[src/rtl/disp_sequencer.sv]
// disp_sequencer: display-mux sequencer for the word game.
// Walks logout -> level select -> play -> score -> top-ID/top-score rotation.
// Optional feature: define DISP_SEQ_AUTO_LOGOUT_EN to build an idle counter that
// returns LSEL/TOPID/TOPSC to OUT after IDLE_TICKS quiet ticks.
//
// state | meaning
// OUT   | logged out, waiting for loginOk                  (controlSig 0)
// LSEL  | level select                                     (controlSig 1)
// PLAY  | game running, timeLeft counts down on tick       (controlSig 2)
// SCORE | player score shown for SCORE_TICKS ticks         (controlSig 3)
// TOPID | top player ID, alternates with TOPSC             (controlSig 4)
// TOPSC | top score, alternates with TOPID                 (controlSig 5)

module disp_sequencer #(
    parameter int GAME_SECONDS = 60,
    parameter int SCORE_TICKS  = 3,
    parameter int ALT_TICKS    = 2,
    parameter int IDLE_TICKS   = 30
) (
    input  logic       clk,
    input  logic       rst,
    input  logic       tick,
    input  logic       loginOk,
    input  logic       logoutReq,
    input  logic       levelGo,
    input  logic       gameEnd,
    output logic [2:0] controlSig,
    output logic [5:0] timeLeft,
    output logic       gameActive,
    output logic       timeUp
);

    localparam logic [2:0] S_OUT   = 3'd0;
    localparam logic [2:0] S_LSEL  = 3'd1;
    localparam logic [2:0] S_PLAY  = 3'd2;
    localparam logic [2:0] S_SCORE = 3'd3;
    localparam logic [2:0] S_TOPID = 3'd4;
    localparam logic [2:0] S_TOPSC = 3'd5;

    localparam int PH_MAX_A = (SCORE_TICKS > ALT_TICKS) ? SCORE_TICKS : ALT_TICKS;
    localparam int PH_MAX   = (PH_MAX_A > IDLE_TICKS) ? PH_MAX_A : IDLE_TICKS;
    localparam int PH_W     = $clog2(PH_MAX + 1);

    logic [2:0]      r_state;
    logic [5:0]      r_time_left;
    logic            r_game_active;
    logic            r_time_up;
    logic [PH_W-1:0] r_phase;

    logic [2:0]      w_state_nxt;
    logic [5:0]      w_time_left_nxt;
    logic            w_time_up_nxt;
    logic            w_game_active_nxt;
    logic            w_final_tick;
    logic            w_score_done;
    logic            w_alt_done;
    logic            w_idle_hit;

    assign w_final_tick = (r_state == S_PLAY) && tick && (r_time_left == 6'd1);
    assign w_score_done = tick && (r_phase == PH_W'(SCORE_TICKS - 1));
    assign w_alt_done   = tick && (r_phase == PH_W'(ALT_TICKS - 1));

`ifdef DISP_SEQ_AUTO_LOGOUT_EN
    localparam int IDLE_W = $clog2(IDLE_TICKS + 1);

    logic [IDLE_W-1:0] r_idle;
    logic              w_idle_state;
    logic              w_activity;

    assign w_idle_state = (r_state == S_LSEL) || (r_state == S_TOPID) || (r_state == S_TOPSC);
    assign w_activity   = loginOk || levelGo || logoutReq;
    assign w_idle_hit   = w_idle_state && !w_activity && tick &&
                          (r_idle == IDLE_W'(IDLE_TICKS - 1));

    // Idle counter: runs on ticks in the idle-watched states, any user input restarts it.
    always_ff @(posedge clk or negedge rst) begin
        if (!rst) begin
            r_idle <= '0;
        end else if (!w_idle_state || w_activity) begin
            r_idle <= '0;
        end else if (tick && (r_idle != IDLE_W'(IDLE_TICKS))) begin
            r_idle <= r_idle + 1'b1;
        end
    end
`else
    assign w_idle_hit = 1'b0;
`endif

    // State register plus registered outputs and the phase counter.
    always_ff @(posedge clk or negedge rst) begin
        if (!rst) begin
            r_state       <= S_OUT;
            r_time_left   <= '0;
            r_game_active <= 1'b0;
            r_time_up     <= 1'b0;
            r_phase       <= '0;
        end else begin
            r_state       <= w_state_nxt;
            r_time_left   <= w_time_left_nxt;
            r_game_active <= w_game_active_nxt;
            r_time_up     <= w_time_up_nxt;
            if (w_state_nxt != r_state) begin
                r_phase <= '0;
            end else if (tick && (r_phase != PH_W'(PH_MAX))) begin
                r_phase <= r_phase + 1'b1;
            end
        end
    end

    // Next-state decode; logout beats everything, then events, then tick-driven moves.
    always_comb begin
        w_state_nxt = r_state;
        if (r_state > S_TOPSC) begin
            w_state_nxt = S_OUT;
        end else if (logoutReq && (r_state != S_OUT)) begin
            w_state_nxt = S_OUT;
        end else begin
            case (r_state)
                S_OUT:   if (loginOk) w_state_nxt = S_LSEL;
                S_LSEL: begin
                    if (levelGo)         w_state_nxt = S_PLAY;
                    else if (w_idle_hit) w_state_nxt = S_OUT;
                end
                S_PLAY:  if (w_final_tick || gameEnd) w_state_nxt = S_SCORE;
                S_SCORE: begin
                    if (levelGo)           w_state_nxt = S_LSEL;
                    else if (w_score_done) w_state_nxt = S_TOPID;
                end
                S_TOPID: begin
                    if (levelGo)         w_state_nxt = S_LSEL;
                    else if (w_idle_hit) w_state_nxt = S_OUT;
                    else if (w_alt_done) w_state_nxt = S_TOPSC;
                end
                S_TOPSC: begin
                    if (levelGo)         w_state_nxt = S_LSEL;
                    else if (w_idle_hit) w_state_nxt = S_OUT;
                    else if (w_alt_done) w_state_nxt = S_TOPID;
                end
                default: w_state_nxt = S_OUT;
            endcase
        end
    end

    // Output decode: timer load/decrement/freeze and the one-cycle timeUp pulse.
    always_comb begin
        w_time_left_nxt   = r_time_left;
        w_time_up_nxt     = 1'b0;
        w_game_active_nxt = (w_state_nxt == S_PLAY);
        if (r_state > S_TOPSC) begin
            w_time_left_nxt = '0;
        end else if (logoutReq && (r_state != S_OUT)) begin
            w_time_left_nxt = '0;
        end else if ((r_state == S_LSEL) && levelGo) begin
            w_time_left_nxt = 6'(GAME_SECONDS);
        end else if (w_final_tick) begin
            w_time_left_nxt = '0;
            w_time_up_nxt   = 1'b1;
        end else if ((r_state == S_PLAY) && tick && !gameEnd && (r_time_left != 6'd0)) begin
            // gameEnd with a non-final tick freezes the timer: the event wins.
            w_time_left_nxt = r_time_left - 6'd1;
        end
    end

    assign controlSig = r_state;
    assign timeLeft   = r_time_left;
    assign gameActive = r_game_active;
    assign timeUp     = r_time_up;

endmodule

[config.mk]
export PLATFORM = sky130hd
export DESIGN_NAME = disp_sequencer
export DESIGN_NICKNAME = d
export VERILOG_FILES = /design/src/rtl/disp_sequencer.sv
export SDC_FILE = /design/constraint.sdc
export NUM_CORES = 1
export LEC_CHECK = 0
export BUFFER_PORTS_ARGS = -buffer_cell sky130_fd_sc_hd__buf_2
export CAP_MARGIN = 5
export CORE_MARGIN = 5
export CORE_UTILIZATION = 40
export CTS_BUF_LIST = sky130_fd_sc_hd__clkbuf_8
export CTS_CLUSTER_SIZE = 8
export DETAILED_ROUTE_END_ITERATION = 10
export PLACE_DENSITY = 0.71
export SYNTH_ARGS = -nofsm -noshare
export SYNTH_HDL_FRONTEND = slang
export SYNTH_SLANG_ARGS = --single-unit
[constraint.sdc]
create_clock -name clk -period 2 [get_ports clk]
set_input_delay 0.4 -clock clk [delete_from_list [all_inputs] [get_ports clk]]
set_output_delay 0.4 -clock clk [all_outputs]
set_load 0.005 [all_outputs]
==> run metrics <==
Detailed Place HPWL 2291 um; FMAX 518.4 MHz; Die Area 0.004125 mm2; Core Region 0.002781 mm2; P&R area growth vs syn 23.40%; class of the worst hold path in -> async; drt first pass iters 4; DRC viols 0; pwr/cell area 1223 mW/mm2; Worst VDD drop 0.001070 V; initial antenna violation count 0; Critical-path top delay cell or4_4; vias 1109; terminus of the critical flop-to-flop path timeLeft[4]$_DFFE_PN0P_; Hold WS 54.59 ps; WP depth 5; Slew HR 63.31%; fin util 52.18%; mapped cell area 0.001176 mm2; most frequent cell after synthesis dfrtp_1; initial core utilization 42.29%; Top Family by Delay on Critical Path simple AND/OR/NAND/NOR gates; reg2reg path depth 5; Clock Sinks 16; hold_buf cts 0; Yosys top cell by area dfrtp_1; Setup Skew 3.419 ps; Seq cells post-synth 16; Post-synth EDFFs 0; yosys synthesis warning count 0; CTS Buf Count 3; Top FF cell, synth dfrtp_1; GR Overflow Total 0; CTS tree built; Clock Tree Buf Depth 2; Bufs and invs on worst path 0; # rows 19; fin crit share 96.46%; Setup crit end timeLeft[4]$_DFFE_PN0P_; Distinct cells, synth 45; nets 178; share of layout cells above drive strength 1 26.83%; max-cap viol count 0; Worst Setup End Kind flip-flop; Vert. Die Dim 64.23 um; final wirelength 3030 um; clk slew on worst S/H paths 60 ps; R2R Path Start timeLeft[3]$_DFFE_PN0P_; min Tclk post-route 1929 ps; syn avg cell area 8.648 um2; clk_lat worst skew 250 ps; startpoint types flip-flop; critical-path cell list or4_4, o211ai_4, nor3b_4, a21o_1, a22o_2; GRT Total Usage 15.45%; H-tree Lvls 1; first-pass GRT wire length 5168 um; post-synth top area share 34.04%; syn nets 149; setup_tns 0 ps; I/O pin cnt 18; n_diodes 0; Initial DRC Count 60; clock root cell clkbuf_8; CP required 2190 ps; Synth area leaders dfrtp_1 34%, ha_1 6.4%, nand2_1 4.5%, nor2_1 4.1%, inv_1 3.2%; Final Wtd Congestion 0.9020; final hold violation count 0; CP Launch Point timeLeft[3]$_DFFE_PN0P_; placed cells 191; Pleak 0.0007056 uW; worst setup path class reg -> reg; CP Max Fanout 7; Final ANT Viol Nets 0; Finished Layout Cells 195; Data arrival, critical path 2120 ps; die width 64.23 um; Post-synth top cells 16 x dfrtp_1, 14 x nand2_1, 13 x nor2_1, 10 x inv_1, 7 x o21ai_0; Worst Max-Slew Pin Slew 543.2 ps; Synth async-reset ratio 100.0%; largest net degree at the start of global routing 17; Slew Limit Fails 0; Post-Synthesis Cells 136; delay of the slowest critical-path stage 580 ps; vias in the first global route 1114; unrepaired setup endpoints after global routing false; setup slack, reg-to-reg 70 ps; WL/cell 15.54 um; Port-buffer cells 17; outcome finished, final reports clean; final setup fails 0; register area share after synthesis 34.04%; vias per cell 5.687
-- area by class of cell --
| class | instances | area, um2 |
|---|---|---|
| clock buffers | 4 | 55.05 |
| fillers | 264 | 1330 |
| inverters | 10 | 37.54 |
| multi-input cells | 105 | 744.5 |
| flip-flops and latches | 16 | 400.4 |
| well taps | 31 | 38.79 |
| repair buffers | 29 | 175.2 |
-- state kept, by name, indices dropped and copies added, names as in the netlist --
signal	flops
timeLeft	6
controlSig	3
r_phase	5
timeUp	1
gameActive	1
-- worst min-delay path by stage --
stage                               to  slack [ps]  depth (start not counted)
2_1_floorplan  controlSig[0]$_DFF_PN0_         100                          0
3_3_place_gp   timeLeft[4]$_DFFE_PN0P_         330                          1
3_5_place_dp   timeLeft[4]$_DFFE_PN0P_         340                          1
4_1_cts        timeLeft[4]$_DFFE_PN0P_          70                          1
5_1_grt        timeLeft[4]$_DFFE_PN0P_          80                          1
6_report       timeLeft[3]$_DFFE_PN0P_          50                          1
-- timing repair --
item / in CTS / in global routing
setup buffers: 0 / 0
hold endpoints to repair: 0 / 0
endpoints found under the setup margin: 0 / 4
resized for setup: 0 / 4
-- where the power goes --
part	internal [uW]	switching, uW	total, uW
combinational	444	533	977
clock	175	111	286
sequential	412	100	512
total	1030	744	1770
-- worst reg2reg max path, cell delays in order, from the launching register on --
cell and delay, ps:
dfrtp_1 440, or4_4 580, o211ai_4 240, nor3b_4 340, a21o_1 150, a22o_2 130
-- cells in the final DEF, fill, tap and decap left out, types with 3 or more instances in the layout --
master    netlist  routed
nand2_1        14      14
xor2_1          3       3
nor2_1         13      13
buf_2           1      17
o21ai_0         7       7
nor2b_1         3       3
nand3_1         6       6
o22ai_1         3       3
dfrtp_1        16      16
a41oi_1         3       3
clkbuf_8        0       4
and2_1          3       3
a211oi_1        4       4
nor3_1          6       6
buf_4           0      12
inv_1          10      10
ha_1            6       6
nand4_1         3       3
-- logic make-up after synthesis --
kind of cell,synth area share (%)
AOI/OAI and AO/OA,21.28
xor gates and xnor gates,3.724
DFF,34.04
muxes,0.9574
and+or+nand+nor,27.87
buffers and inverters,4.893
adders and majority gates,7.234
-- through the flow --
step / cell area (um2) / setup slack (ps) / total power, uW
global route: 1451 / 0.6311 / 1930
global placement: 1370 / 91.65 / 1409
CTS: 1425 / 64.45 / 1725
finish: 1451 / 70.88 / 1775
floorplan: 1176 / 241.5 / 1093
detailed placement: 1370 / 83.53 / 1425
-- per-layer routing --
metal	vias up	track usage, %	wire [um]
met5	-	0	0
met4	0	3.053	9
met3	2	4.729	113
met2	14	26.88	1626
met1	542	18.82	1280
li1	551	-	-
No activity file was read; power rests on OpenSTA's default activity.
